$ cat src/rtl/ddr_write_merger_pkg.sv
// Shared types and helpers for the DDR write merger: FSM state encoding,
// data geometry and the byte-lane merge used when combining writes.
package ddr_write_merger_pkg;

    typedef enum logic [1:0] {
        ST_EMPTY = 2'd0,
        ST_HOLD  = 2'd1,
        ST_DRAIN = 2'd2
    } state_e;

    localparam int PKG_DATA_WIDTH = 64;
    localparam int BYTES          = PKG_DATA_WIDTH / 8;

    // Per byte lane: take the new byte where the enable is set, keep the old one otherwise.
    function automatic logic [PKG_DATA_WIDTH-1:0] byte_merge(
        input logic [PKG_DATA_WIDTH-1:0] old_data,
        input logic [PKG_DATA_WIDTH-1:0] new_data,
        input logic [BYTES-1:0]          mask
    );
        logic [PKG_DATA_WIDTH-1:0] res;
        res = old_data;
        for (int i = 0; i < BYTES; i++) begin
            if (mask[i]) begin
                res[8*i +: 8] = new_data[8*i +: 8];
            end else begin
                res[8*i +: 8] = old_data[8*i +: 8];
            end
        end
        return res;
    endfunction

endpackage

$ cat src/rtl/ddr_write_merger.sv
// Holds one pending DDR word and folds successive same-word writes into it,
// releasing it on address change, full mask, timeout or explicit flush.
module ddr_write_merger
    import ddr_write_merger_pkg::*;
#(
    parameter int ADDR_WIDTH = 32,
    parameter int DATA_WIDTH = PKG_DATA_WIDTH,
    parameter int TIMEOUT    = 16
) (
    input  logic                    clock,
    input  logic                    reset_n,
    input  logic                    flush,
    input  logic                    in_wr,
    input  logic [ADDR_WIDTH-1:0]   in_addr,
    input  logic [DATA_WIDTH/8-1:0] in_mask,
    input  logic [DATA_WIDTH-1:0]   in_din,
    output logic                    in_wait_n,
    output logic                    out_wr,
    output logic [ADDR_WIDTH-1:0]   out_addr,
    output logic [DATA_WIDTH/8-1:0] out_mask,
    output logic [DATA_WIDTH-1:0]   out_din,
    input  logic                    out_wait_n,
    output logic                    idle
);

    localparam int MW = DATA_WIDTH / 8;
    localparam int TW = $clog2(TIMEOUT);
    localparam logic [TW-1:0] TIMER_LAST = TW'(TIMEOUT - 1);

    state_e                  state_r;
    logic [ADDR_WIDTH-1:0]   addr_r;
    logic [MW-1:0]           mask_r;
    logic [DATA_WIDTH-1:0]   data_r;
    logic [TW-1:0]           timer_r;

    logic                    match_s;
    logic                    ready_s;
    logic                    take_s;
    logic                    load_s;
    logic [MW-1:0]           merged_mask_s;
    logic [DATA_WIDTH-1:0]   merged_data_s;

    // Upstream handshake and merge datapath; low 3 address bits never affect matching.
    always_comb begin
        match_s       = (in_addr[ADDR_WIDTH-1:3] == addr_r[ADDR_WIDTH-1:3]);
        merged_mask_s = mask_r | in_mask;
        merged_data_s = byte_merge(data_r, in_din, in_mask);
        case (state_r)
            ST_EMPTY: ready_s = 1'b1;
            ST_HOLD:  ready_s = match_s & ~flush;
            ST_DRAIN: ready_s = out_wait_n;
            default:  ready_s = 1'b0;
        endcase
        take_s = in_wr & ready_s;
        // A transfer with no byte enables carries nothing and is dropped.
        load_s = take_s & (|in_mask);
    end

    // Merger state machine and held-word registers.
    always_ff @(posedge clock or negedge reset_n) begin
        if (!reset_n) begin
            state_r <= ST_EMPTY;
            addr_r  <= {ADDR_WIDTH{1'b0}};
            mask_r  <= {MW{1'b0}};
            data_r  <= {DATA_WIDTH{1'b0}};
            timer_r <= {TW{1'b0}};
        end else begin
            case (state_r)
                ST_EMPTY: begin
                    if (load_s) begin
                        addr_r  <= in_addr;
                        mask_r  <= in_mask;
                        data_r  <= merged_data_s;
                        timer_r <= {TW{1'b0}};
                        state_r <= (&in_mask) ? ST_DRAIN : ST_HOLD;
                    end else begin
                        state_r <= ST_EMPTY;
                    end
                end
                ST_HOLD: begin
                    if (flush) begin
                        state_r <= ST_DRAIN;
                    end else if (in_wr && match_s) begin
                        // A merge always restarts the hold window, even on the expiry cycle.
                        mask_r  <= merged_mask_s;
                        data_r  <= merged_data_s;
                        timer_r <= {TW{1'b0}};
                        state_r <= (&merged_mask_s) ? ST_DRAIN : ST_HOLD;
                    end else if (in_wr) begin
                        state_r <= ST_DRAIN;
                    end else if (timer_r == TIMER_LAST) begin
                        state_r <= ST_DRAIN;
                    end else begin
                        timer_r <= timer_r + TW'(1);
                    end
                end
                ST_DRAIN: begin
                    if (!out_wait_n) begin
                        state_r <= ST_DRAIN;
                    end else if (load_s) begin
                        // Back-to-back handoff: the next word loads as the current one leaves.
                        addr_r  <= in_addr;
                        mask_r  <= in_mask;
                        data_r  <= merged_data_s;
                        timer_r <= {TW{1'b0}};
                        state_r <= (&in_mask) ? ST_DRAIN : ST_HOLD;
                    end else begin
                        state_r <= ST_EMPTY;
                    end
                end
                default: begin
                    state_r <= ST_EMPTY;
                end
            endcase
        end
    end

    assign in_wait_n = ready_s;
    assign out_wr    = (state_r == ST_DRAIN);
    assign idle      = (state_r == ST_EMPTY);
    assign out_addr  = addr_r;
    assign out_mask  = mask_r;
    assign out_din   = data_r;

endmodule

$ cat config.mk
export PLATFORM = sky130hd
export DESIGN_NAME = ddr_write_merger
export DESIGN_NICKNAME = d
export VERILOG_FILES = /design/src/rtl/ddr_write_merger_pkg.sv /design/src/rtl/ddr_write_merger.sv
export SDC_FILE = /design/constraint.sdc
export NUM_CORES = 1
export LEC_CHECK = 0
export ABC_AREA = 1
export CELL_PAD_IN_SITES_DETAIL_PLACEMENT = 0
export CELL_PAD_IN_SITES_GLOBAL_PLACEMENT = 2
export CORE_ASPECT_RATIO = 1.2
export CORE_MARGIN = 2
export CORE_UTILIZATION = 26
export CTS_CLUSTER_SIZE = 8
export DETAILED_ROUTE_END_ITERATION = 8
export GPL_ROUTABILITY_DRIVEN = 0
export GPL_TIMING_DRIVEN = 1
export PLACE_DENSITY_LB_ADDON = 0.1
export SLEW_MARGIN = 20
export SYNTH_ARGS = -nofsm -noshare
export SYNTH_HDL_FRONTEND = slang
export SYNTH_SLANG_ARGS = --single-unit
export TNS_END_PERCENT = 1
$ cat constraint.sdc
create_clock -name clock -period 2.7 [get_ports clock]
set_clock_uncertainty 0.05 [all_clocks]
set_input_delay 0.27 -clock clock [delete_from_list [all_inputs] [get_ports clock]]
set_output_delay 0.27 -clock clock [all_outputs]
set_load 0.05 [all_outputs]
; ---- Word level (Yosys, flattened, before mapping)
; Cells that the tools add are included.
[totals]
ff_bits = 110
inputBits = 109
elab_cells = 69
out_inout_bits = 107
[classes]
reduce_logical = 10
addsub = 1
n_bitwise = 5
mux = 38
n_eq_ne = 10
[op_table]
columns = operator, n
row1 = 64-bit two-way mux, 4
row2 = 64-bit case mux with 3 select lines, 1
row3 = 8-bit two-way mux, 12
row4 = 32-bit two-way mux, 2
row5 = 32-bit case mux with 2 select lines, 1
row6 = 29-bit equality test, 1
row7 = 4-bit two-way mux, 6
row8 = 8-bit case mux with 3 select lines, 1
row9 = 2-bit two-way mux, 8
row10 = 8-bit AND reduction, 2
row11 = 4-bit case mux with 3 select lines, 1
row12 = 8-bit bitwise OR, 1
row13 = 8-bit OR reduction, 1
row14 = "3-bit inequality test, second input constant", 2
row15 = 2-bit case mux with 3 select lines, 1
row16 = "5-bit inequality test, second input constant", 1
row17 = 5-bit AND reduction, 1
row18 = "4-bit by 1-bit adder with 4-bit output, second input constant", 1
row19 = "4-bit equality test, second input constant", 1
row20 = "2-bit inequality test, second input constant", 2
row21 = 4-bit AND reduction, 1
row22 = 1-bit bitwise AND, 3
row23 = 1-bit case mux with 3 select lines, 1
row24 = 3-bit nonzero test, 1
row25 = 8 further kinds, 8

; ---- Longest topological paths before layout
; Gate-level depths: netlist of run 1.
[depth]
word_depth = 8
mapped_depth = 15
mapped_depth_nobuf = 14

; ---- Worst setup path before layout of run 1
; No wires, ideal clock.
[synth_path]
path_kind = reg2reg
startpoint = reg addr_r[9] (netlist: out_addr[9])
endpoint = reg data_r[15] (netlist: out_din[15])
path_buffers = 1
arrival_ns = 1.924
path_stages_with_launch = 15
synth_period_minus_slack_ns = 2.093
setup_time_ns = 0.119
setup_slack_ns = 0.607
required_time_ns = 2.531
cell_sequence = dfrtp_1 > inv_1 > nand2_1 > nand2_1 > nor2_1 > nand3_1 > nor2_2 > nand2_2 > nor2_4 > nand2_4 > nand2_8 > nand3_4 > buf_6 > nand2_2 > o21ai_2
[synth_between]
elab_chain_len = 8
elab_cells_between_ends = 11
cone_classes = eq/ne: 2 / mux: 4 / bitwise: 3 / reduce/logical: 2
[synth_rtl]
columns = item, line
row1 = from (decl), ddr_write_merger.sv:31  ; logic [ADDR_WIDTH-1:0] addr_r;
row2 = from (signal assigned), ddr_write_merger.sv:63  ; addr_r <= {ADDR_WIDTH{1'b0}};
row3 = from (signal assigned), ddr_write_merger.sv:71  ; addr_r <= in_addr;
row4 = from (signal assigned), ddr_write_merger.sv:102  ; addr_r <= in_addr;
row5 = 29-bit equality test (*), ddr_write_merger.sv:45  ; match_s = (in_addr[ADDR_WIDTH-1:3] == addr_r[ADDR_WIDTH-1:3]);
row6 = 1-bit bitwise AND, ddr_write_merger.sv:50  ; ST_HOLD: ready_s = match_s & ~flush;
row7 = 1-bit case mux with 3 select lines, ddr_write_merger.sv:48  ; case (state_r)
row8 = 1-bit bitwise AND, ddr_write_merger.sv:54  ; take_s = in_wr & ready_s;
row9 = 1-bit bitwise AND, ddr_write_merger.sv:56  ; load_s = take_s & (|in_mask);
row10 = 64-bit two-way mux (2 in series), n/a
row11 = 64-bit case mux with 3 select lines, n/a
row12 = to (signal assigned), ddr_write_merger.sv:65  ; data_r <= {DATA_WIDTH{1'b0}};
row13 = to (signal assigned), ddr_write_merger.sv:73  ; data_r <= merged_data_s;
row14 = to (signal assigned), ddr_write_merger.sv:86  ; data_r <= merged_data_s;
row15 = to (decl), ddr_write_merger.sv:33  ; logic [DATA_WIDTH-1:0] data_r;
; Mark *: on every way between the ends. The rest lies on a longest branch, timed or not. The select of a mux whose other input is x is not followed.
; A chain may end at the register's enable or synchronous reset.

; ---- Worst setup path in the final report of run 1
[layout_path]
startpoint = reg addr_r[12] (netlist: out_addr[12])
endpoint = reg data_r[4] (netlist: out_din[4])
; The elaborated chain is that of the path after synthesis.

==> results of run 1 <==
## placed cells by master, fill, tap and decap left out, types with 2 or more instances in the layout
cell	n
clkdlybuf4s50_1	213
nand2_1	206
dfrtp_1	110
inv_1	84
o21ai_2	64
nor2_1	21
xnor2_1	18
o21ai_0	13
nand2_2	9
clkbuf_16	9
nand3_4	8
buf_4	7
xor2_1	6
nand3_1	6
nor4_1	4
nor2_2	3
a21oi_1	3
diode_2	2
nor2_4	2
or2_2	2
nand4_1	2
inv_8	2
buf_12	2
## power breakdown
part,internal (mW),switching [mW]
logic,2.15,4.21
registers,2.41,0.558
clock network,0.765,0.668
total,5.32,5.44
## per-layer routing
layer  up-vias  track usage (%)
met5         -                0
met4         0             4.98
met3        13             3.17
met2       138             22.6
met1      2007             17.8
li1       2224                -
## state kept, by name, summed over array words and instances (netlist names)
signal / count
out_din: 64
out_addr: 32
out_mask: 8
timer_r: 4
state_r: 2
## final cells by class
type | instances | area (um^2) | share of cell area (%)
timing repair buffer | 223 | 2230 | 27.7
tap | 265 | 332 | 4.11
sequential | 110 | 2750 | 34.1
antenna | 2 | 5.00 | 0.0621
clock inverter | 6 | 77.6 | 0.962
multi-input combinational | 374 | 2090 | 25.9
inverter | 86 | 337 | 4.17
clock buffer | 10 | 239 | 2.96
## worst paths after layout
check	slack [ps]	cells after the start	from	to
max	620	12	out_addr[12]	out_din[4]
min	250	2	reset_n	out_addr[11]
max reg2reg	620	12	out_addr[12]	out_din[4]
min reg2reg	430	2	out_addr[2]	out_addr[2]
max in group asynchronous	1750	3	reset_n	out_mask[2]
min in group clock	400	3	in_din[22]	out_din[22]
## repair_timing
item / in CTS / in global routing
hold buffers: 1 / 0
endpoints found under the hold margin: 12 / 0
setup buffers: 0 / 0
## logic make-up after synthesis
family | count (synthesis) | synth area share, %
XOR/XNOR | 24 | 3.98
adder cells (fa/ha/maj) | 1 | 0.237
flip-flops | 110 | 52.1
AO/OA/AOI/OAI | 82 | 12.4
buffers and inverters | 101 | 8.59
AND/OR/NAND/NOR | 267 | 22.8
## per-stage QoR
step,worst slack (ps),util (%),area (um^2),total power [mW]
finish,616,40.1,8070,10.8
detailed placement,234,38.5,7730,9.43
global route,405,40.1,8060,11.4
global placement,285,38.5,7730,9.36
floorplan,607,-,5290,7.20
CTS,565,40.1,8060,10.9
## cells in the mapped netlist
| cell | n | area [um^2] |
|---|---|---|
| dfrtp_1 | 110 | 2750 |
| a21oi_1 | 3 | 15.0 |
| inv_1 | 84 | 315 |
| o22ai_1 | 1 | 6.26 |
| nor2_4 | 1 | 11.3 |
| xnor2_1 | 18 | 158 |
| buf_2 | 1 | 5.00 |
| o21ai_2 | 64 | 561 |
| nand3_1 | 6 | 30.0 |
| nor2_1 | 22 | 82.6 |
| nand2_4 | 1 | 11.3 |
| clkbuf_1 | 6 | 22.5 |
| nor3_1 | 1 | 5.00 |
| or2_2 | 2 | 12.5 |
| a31oi_1 | 1 | 6.26 |
| xor2_1 | 6 | 52.6 |
| buf_6 | 8 | 90.1 |
| nand4_1 | 2 | 12.5 |
| or2_1 | 1 | 6.26 |
| ha_1 | 1 | 12.5 |
| inv_2 | 1 | 3.75 |
| bufinv_8 | 1 | 17.5 |
| nor2_2 | 3 | 18.8 |
| o21ai_0 | 13 | 65.1 |
| nand2_2 | 9 | 56.3 |
| nand2_1 | 206 | 773 |
| nor4_1 | 4 | 25.0 |
| nand2_8 | 1 | 20.0 |
| nand3_4 | 8 | 140 |
==> key figures, run 1 <==
Power
  – Leakage power: ~3.8 nW
  – Pwr dens: around 1300 nW/um^2
  – IR drop worst, VDD: 513 uV

STA
  – Relative slew margins: ~62%
  – Max Clock Freq: between 400 and 500 MHz
  – TNS Setup: 0 ps
  – Min Hold Slack: approximately 250 ps
  – Hold Vio Cnt, Final: 0
  – Min cycle time layout: ~2100 ps
  – RSZ-0062 raised after global routing: false
  – Setup violations, final: 0
  – Final period util: between 70 and 80%
  – Worst Max-Slew Pin Slew: roughly 560 ps
  – Slew Viols, Final: 0

Floorplan
  – Die width: roughly 130 um
  – Core box area: 20,100 um^2
  – Row count: 57
  – Die Ht: 160 um
  – Die area: between 20,000 and 25,000 um^2
  – Effective utilization at floorplan: a little over a quarter
  – Top Ports: 216

Yosys
  – Sequential area share after synthesis: 52.1%
  – Register bit total from synthesis: 110
  – Post-synth cell types: 29
  – Syn avg cell area: 9.04 um^2
  – Mapped cell area: roughly 5300 um^2
  – Cell count after synthesis: just under 600
  – Syn Nets: slightly below 700
  – Yosys warns: 0

Drt
  – Top sig layer: met4
  – Detailed Routing Iterations Pass 1: 4
  – DR vias/cell: between 4 and 5
  – Met3 routed WL: 844 um
  – DR WL/cell: roughly 14 um
  – DRC: 0
  – Final wirelength: roughly 15 mm
  – DRT met1 WL: between 6 and 7 mm
  – DR WL met2: around 6.9 mm
  – Initial DRC Count: 201
  – Via count: between 4,000 and 5,000
  – Number of routed nets with antenna violations: 0

Setup path
  – Critical path class: flop to flop
  – CP top delay family: simple AND/OR/NAND/NOR gates
  – Crit path buffers/inverters: 0
  – Crit end category: flop
  – Startpoint Class: flop
  – Crit path max fanout: 17
  – Worst stage delay on the critical path: just over 400 ps
  – Most used cell, CP: nand2_1
  – WP data arrival: roughly 2300 ps
  – Crit-path slowest cell: dfrtp_1
  – Worst Path Required: approximately 2900 ps
  – Worst path cell trace: xnor2_1 -> nand2_1 -> nor2_1 -> nand2_1 -> nor2_2 -> nand2_2 -> nor2_4 -> nand2_4 -> nand2_8 -> nand3_4 -> nand2_1 -> o21ai_2

Layout
  – Finished Layout Cells: around 1,100
  – Area grow syn2layout: 52.5%
  – Fin nets: a little over 900
  – Layout cells sized above 1: between 10% and 20%
  – Fill cells: 2,068

Clock network
  – Num CTS Buffers: 9
  – Clk_lat worst skew: roughly 350 ps
  – H-tree levels: 3
  – Clock-pin transition on the worst setup and hold timing paths: 80 ps
  – TritonCTS Sinks: between 100 and 150
  – Post_cts resized: 0
  – CTS tree: built
  – Clock tree buffer depth: 2
  – CTS root buffer: clkbuf_16

Run status
  – Status: complete, no violations

Placed design
  – PortBufs: approximately 220
  – Placed insts: roughly 1,100
  – Hpwl dp: about 11 mm

GRT
  – Vias in the first global route: roughly 4,500
  – GRT Overall Usage: about 14%
  – Grt ovf: 0
  – Initial antenna violation count: 2
  – First-pass GRT wire length: 23.6 mm
  – Largest net degree at the start of global routing: between 50 and 60

Flow run
  – Max-cap violations: 0

Hold path
  – Worst Hold Class: primary input to asynchronous set/reset pin
(Power assumes the default switching activity.)
==> inputs of run 2 (changes only) <==
--- a/config.mk
+++ b/config.mk
@@ -10,7 +10,7 @@
 export CELL_PAD_IN_SITES_GLOBAL_PLACEMENT = 2
 export CORE_ASPECT_RATIO = 1.2
 export CORE_MARGIN = 2
-export CORE_UTILIZATION = 26
+export CORE_UTILIZATION = 22
 export CTS_CLUSTER_SIZE = 8
 export DETAILED_ROUTE_END_ITERATION = 8
 export GPL_ROUTABILITY_DRIVEN = 0
==> constraint.sdc (replaced) <==
create_clock -name clock -period 1.8 [get_ports clock]
set_clock_uncertainty 0.05 [all_clocks]
set_input_delay 0.18 -clock clock [delete_from_list [all_inputs] [get_ports clock]]
set_output_delay 0.18 -clock clock [all_outputs]
set_load 0.05 [all_outputs]
==> key figures, run 2 (same netlist as run 1, synthesis figures left out) <==
Clock network
  – CTS tree: built
  – Clk_lat worst skew: 350 ps (about the same)
  – Clock tree buffer depth: 2 (unchanged)
  – Clock-pin transition on the worst setup and hold timing paths: 80 ps (about the same)
  – TritonCTS Sinks: 110 (unchanged)
  – H-tree levels: 3 (unchanged)
  – Num CTS Buffers: 9 (unchanged)
  – CTS root buffer: clkbuf_16

Setup path
  – Crit path max fanout: 6 (-11)
  – Worst Path Required: 2000 ps (-880 ps)
  – Critical path class: flop to flop
  – Worst stage delay on the critical path: 430 ps (+20 ps)
  – Crit-path slowest cell: dfrtp_2
  – Crit end category: flop
  – Startpoint Class: flop
  – Worst path cell trace: xnor2_2 -> nand2_1 -> nor2_1 -> nand2_1 -> nor2_2 -> nand2_2 -> nor2_4 -> nand2_4 -> nand2_8 -> buf_12 -> nand3_4 -> clkbuf_16 -> nand2_2 -> o21ai_2
  – WP data arrival: 2300 ps (+30 ps)

GRT
  – Grt met1 use: 16.3% (-1.5 points)
  – Most Used Layer, Global Route: met2
  – First-pass GRT wire length: 27.0 mm (+14%)
  – Initial antenna violation count: 1 (-1)
  – Grt ovf: 0 (unchanged)
  – Largest net degree at the start of global routing: 40 (-26%)
  – GR Util met3: 4.74% (+1.6 points)
  – Vias in the first global route: 4,890 (+7.9%)
  – GRT Overall Usage: 13.5% (-0.30 points)
  – GR Util met2: 23.0% (+0.37 points)

Placed design
  – Pre-CTS setup slack: -560 ps (-794 ps)
  – Placed insts: 1,157 (+9.5%)
  – Hpwl dp: 12.1 mm (+9.0%)
  – PortBufs: 215 (unchanged)

STA
  – Min Hold Slack: 259 ps (+4.96 ps)
  – Setup violations, final: 78 (+78)
  – Final period util: 117% (+40 points)
  – Setup ws final: -304 ps (-920 ps)
  – Hold Vio Cnt, Final: 0 (unchanged)
  – Relative slew margins: 64.3% (+1.8 points)
  – Slew Viols, Final: 0 (unchanged)
  – Min cycle time layout: 2100 ps (+20.0 ps)
  – Worst Max-Slew Pin Slew: 534 ps (-26.6 ps)
  – TNS Setup: -16,600 ps (-16,600 ps)
  – RSZ-0062 raised after global routing: true
  – Max Clock Freq: 475 MHz (-0.95%)

Flow run
  – Max-cap violations: 0 (unchanged)

Drt
  – Detailed Routing Iterations Pass 1: 4 (unchanged)
  – DR WL/cell: 14.3 um (+4.6%)
  – Initial DRC Count: 108 (-46%)
  – DRC: 0 (unchanged)
  – Number of routed nets with antenna violations: 0 (unchanged)
  – DR vias/cell: 3.95 (-2.9%)
  – Via count: 4,721 (+7.7%)
  – Final wirelength: 17.0 mm (+16%)

Floorplan
  – Die Ht: 174 um (+8.5%)
  – Row count: 62 (+8.8%)
  – Die width: 146 um (+8.5%)
  – Core box area: 23,800 um^2 (+18%)
  – Die area: 25,300 um^2 (+18%)
  – Effective utilization at floorplan: 22.2% (-4.1 points)
  – Top Ports: 216 (unchanged)

Layout
  – Layout cells sized above 1: 31.3% (+17 points)
  – Finished Layout Cells: 1,194 (+11%)
  – Fin nets: 978 (+7.0%)
  – Max FFs per register: 64 (unchanged)
  – Area grow syn2layout: 68.1%
  – Commonest cells after routing, fill and taps aside: nand2_1 (193), clkdlybuf4s50_1 (125), buf_4 (95), inv_1 (82), dfrtp_1 (81)
  – Most common cell after layout, fill and taps aside: nand2_1
  – Fill cells: 2,457 (+19%)
  – Util after Layout: 37.3% (-2.8 points)

Power
  – IR drop worst, VDD: 646 uV (+26%)
  – Leakage power: 4.65 nW (+22%)
  – Pwr dens: 1920 nW/um^2 (+44%)

Hold path
  – Worst Hold Class: primary input to asynchronous set/reset pin

Run status
  – Status: finished, violations left
  – Failing checks: setup timing
run 2: final cells by class:
cell class / instances / area, um^2 / share of cell area [%]
clock inverter: 5 / 63.8 / 0.718
antenna: 1 / 2.50 / 0.0281
clock buffer: 11 / 253 / 2.84
multi-input combinational: 380 / 2280 / 25.7
tap: 320 / 400 / 4.50
inverter: 86 / 337 / 3.79
timing repair buffer: 281 / 2770 / 31.1
sequential: 110 / 2790 / 31.4
run 2: critical path, delay by kind of cell (launching register included):
kind | cells | cell delay, ps
compound gates | 1 | 40
xor+xnor | 1 | 150
flops | 1 | 430
simple gates | 10 | 1000
buf+inv | 2 | 320
run 2: final timing paths:
| kind | from | cells past startpoint | slack [ps] | end |
|---|---|---|---|---|
| max | out_addr[27] | 14 | -300 | out_din[46] |
| min | reset_n | 2 | 260 | out_addr[27] |
| min in group clock | in_din[40] | 3 | 320 | out_din[40] |
| max reg2reg | out_addr[27] | 14 | -300 | out_din[46] |
| min reg2reg | out_din[31] | 2 | 430 | out_din[31] |
| max in group asynchronous | reset_n | 3 | 820 | out_addr[17] |
run 2: stage by stage:
| step | power, mW | instance area, um^2 |
|---|---|---|
| global placement | 14.6 | 8130 |
| finish | 17.0 | 8890 |
| detailed placement | 14.7 | 8130 |
| CTS | 17.2 | 8650 |
| global route | 18.1 | 8890 |
| floorplan | 10.9 | 5320 |
run 2: report_power, final:
group          total, mW  switching (mW)  internal [mW]
logic               10.4            6.72           3.67
clock network       2.15           0.975           1.17
registers           4.49           0.808           3.68
total               17.0            8.51           8.52
run 2: timing repair:
item | in CTS | in global routing
cloned | 6 | 2
pin swaps | 17 | 15
setup buffers | 6 | 5
resized for setup | 34 | 47
hold endpoints to repair | 24 | 0
endpoints found under the setup margin | 97 | 110
hold buffers | 1 | 0
run 2: layer usage:
metal  vias to the layer above  share of wire (%)
met4                         0               0.83
met2                       127                 50
met5                         -                  0
met3                         6                6.9
li1                       2376                  -
met1                      2212                 42
==> inputs of run 3 (changes only) <==
==> constraint.sdc (replaced) <==
create_clock -name clock -period 1.8 [get_ports clock]
set_clock_uncertainty 0.05 [all_clocks]
set_input_delay 0.36 -clock clock [delete_from_list [all_inputs] [get_ports clock]]
set_output_delay 0.36 -clock clock [all_outputs]
set_load 0.05 [all_outputs]
==> key figures, run 3 (same netlist as run 1, synthesis figures left out) <==
Setup path
  – Critical path class: primary input to output port
  – Worst path cell trace: clkdlybuf4s50_1 -> inv_1 -> nand2_1 -> nand2_1 -> nor2_1 -> nand3_1 -> nor2_4 -> nand3_1 -> nand2_2 -> buf_12
  – Crit path max fanout: 3 (-3)
  – Crit-path slowest cell: clkdlybuf4s50_1
  – Crit path buffers/inverters: 3 (+1)
  – Startpoint Class: primary input
  – Worst Path Required: 1390 ps (-610 ps)
  – Worst stage delay on the critical path: 520 ps (+90 ps)
  – Crit end category: output port
  – CP top delay family: buffers and inverters
  – WP data arrival: 1730 ps (-570 ps)

Power
  – Pwr dens: 1950 nW/um^2 (+2.0%)
  – Reg power frac: 26.8% (+0.4 points)
  – Leakage power: 4.37 nW (-6.0%)
  – IR drop worst, VDD: 680 uV (+5.3%)
  – Int Pwr: 8.26 mW (-3.1%)
  – Sw frac: 51.0% (+1.1 points)
  – Clock share of power: 11.8% (-0.8 points)
  – Logic pwr share: 61.4% (+0.4 points)
  – Sw Pwr: 8.60 mW (+1.1%)

Floorplan
  – Row count: 62 (unchanged)
  – Top Ports: 216 (unchanged)
  – Core box area: 23,800 um^2 (unchanged)
  – Die area: 25,300 um^2 (unchanged)
  – Effective utilization at floorplan: 22.2% (unchanged)
  – Die width: 146 um (unchanged)
  – Die Ht: 174 um (unchanged)

STA
  – Setup violations, final: 79 (+1.3%)
  – Worst Max-Slew Pin Slew: 345 ps (-189 ps)
  – Hold Vio Cnt, Final: 0 (unchanged)
  – Setup ws final: -336 ps (-32.7 ps)
  – Final period util: 119% (+1.8 points)
  – Relative slew margins: 76.8% (+13 points)
  – RSZ-0062 raised after global routing: true
  – TNS Setup: -21,590 ps (-4990 ps)
  – Max Clock Freq: 468 MHz (-1.5%)
  – Min cycle time layout: 2140 ps (+32.7 ps)
  – Slew Viols, Final: 0 (unchanged)

GRT
  – Initial antenna violation count: 0 (-1)
  – First-pass GRT wire length: 25.5 mm (-5.5%)
  – Grt ovf: 0 (unchanged)
  – Vias in the first global route: 4,832 (-1.2%)
  – Largest net degree at the start of global routing: 58 (+45%)
  – GRT Overall Usage: 12.6% (-0.87 points)

Drt
  – DR WL/cell: 14.2 um (-0.65%)
  – Initial DRC Count: 190 (+76%)
  – Number of routed nets with antenna violations: 0 (unchanged)
  – Via count: 4,749 (+0.59%)
  – Detailed Routing Iterations Pass 1: 4 (unchanged)
  – DRC: 0 (unchanged)
  – Final wirelength: 16.9 mm (-0.65%)
  – DR vias/cell: 3.98 (+0.59%)

Layout
  – Max FFs per register: 64 (unchanged)
  – Final non-filler cell area: 8630 um^2 (-2.9%)
  – Layout cells sized above 1: 39.4% (+8.1 points)
  – Fin nets: 979 (+0.10%)
  – Commonest cells after routing, fill and taps aside: nand2_1 (186), buf_4 (161), inv_1 (84), clkdlybuf4s50_1 (84), dfrtp_1 (81)
  – # diodes: 0 (-1)
  – Area grow syn2layout: 63.2%
  – Most common cell after layout, fill and taps aside: nand2_1
  – Util after Layout: 36.2% (-1.1 points)

Run status
  – Failing checks: setup timing
  – Status: finished, violations left

Clock network
  – H-tree levels: 3 (unchanged)
  – Clock-pin transition on the worst setup and hold timing paths: 80 ps (about the same)
  – TritonCTS Sinks: 110 (unchanged)
  – Clk_lat worst skew: 360 ps (about the same)
  – CTS tree: built
  – Clock tree buffer depth: 2 (unchanged)
  – CTS root buffer: clkbuf_16
  – Num CTS Buffers: 9 (unchanged)

Placed design
  – PortBufs: 215 (unchanged)
  – Hpwl dp: 12.0 mm (-0.79%)
  – Post-place instance area: 7970 um^2 (-2.0%)

Hold path
  – Worst Hold Class: primary input to flop

Flow run
  – Max-cap violations: 0 (unchanged)
-- run 3: final timing paths --
path / startpoint / end / slack (ps) / depth (start not counted)
worst max register to register: out_addr[11] / out_din[36] / -300 / 13
worst min-delay path: in_addr[26] / out_addr[26] / 220 / 3
min in group asynchronous: reset_n / out_addr[31] / 490 / 3
max in group asynchronous: reset_n / out_din[11] / 900 / 3
worst min register to register: out_addr[0] / out_addr[0] / 430 / 2
worst max-delay path: in_addr[9] / in_wait_n / -340 / 10
-- run 3: final cells by class --
cell class,instances,area [um^2]
fillers,2497,15200
repair buffers,283,2540
flip-flops and latches,110,2790
clock buffers,10,229
inverters,86,339
well taps,320,400
multi-input cells,379,2280
clock inverters,6,56.3
-- run 3: routing by layer --
metal  share of wire [%]  track usage [%]  vias to the layer above
met5                   0                0                        -
met4                 1.0             3.55                        0
met3                 7.4             4.24                       10
met2                  51             21.4                      141
met1                  41             15.3                     2225
li1                    -                -                     2373
-- run 3: metrics by stage --
stage	instances	setup WS, ps	total power, mW	hold slack, ps
final	1194	-336	16.9	216
after global routing	1194	-524	17.9	235
after CTS	1175	-399	16.7	312
after detailed placement	1157	-732	14.5	345
after global placement	1157	-733	14.4	347
after floorplan	585	-160	10.9	14.4
-- run 3: repair_timing --
action / in CTS / in global routing
buffers inserted: 1 / 14
setup endpoints to repair: 97 / 111
gates cloned: 0 / 5
hold buffers: 1 / 0
endpoints found under the hold margin: 110 / 0
pin swaps: 15 / 31
resized for setup: 23 / 44
-- run 3: power by group through the flow --
stage | combinational [mW] | sequential, mW | clock (mW)
2_1_floorplan | 2.52 | 8.35 | 0
3_3_place_gp | 9.94 | 4.51 | 0
3_5_place_dp | 10.0 | 4.54 | 0
4_1_cts | 10.1 | 4.52 | 2.11
5_1_grt | 11.0 | 4.68 | 2.22
6_report | 10.4 | 4.52 | 1.99
-- run 3: worst reg2reg max path: stages (launching register included) --
cell and delay [ps]:
dfrtp_2 420, xnor2_1 150, nand2_1 70, nor2_1 120
nand2_1 110, nor2_2 130, nand2_2 100, nor2_4 140
nand2_4 80, nand2_8 120, buf_12 130, buf_12 110
nand3_4 150, o21ai_2 160
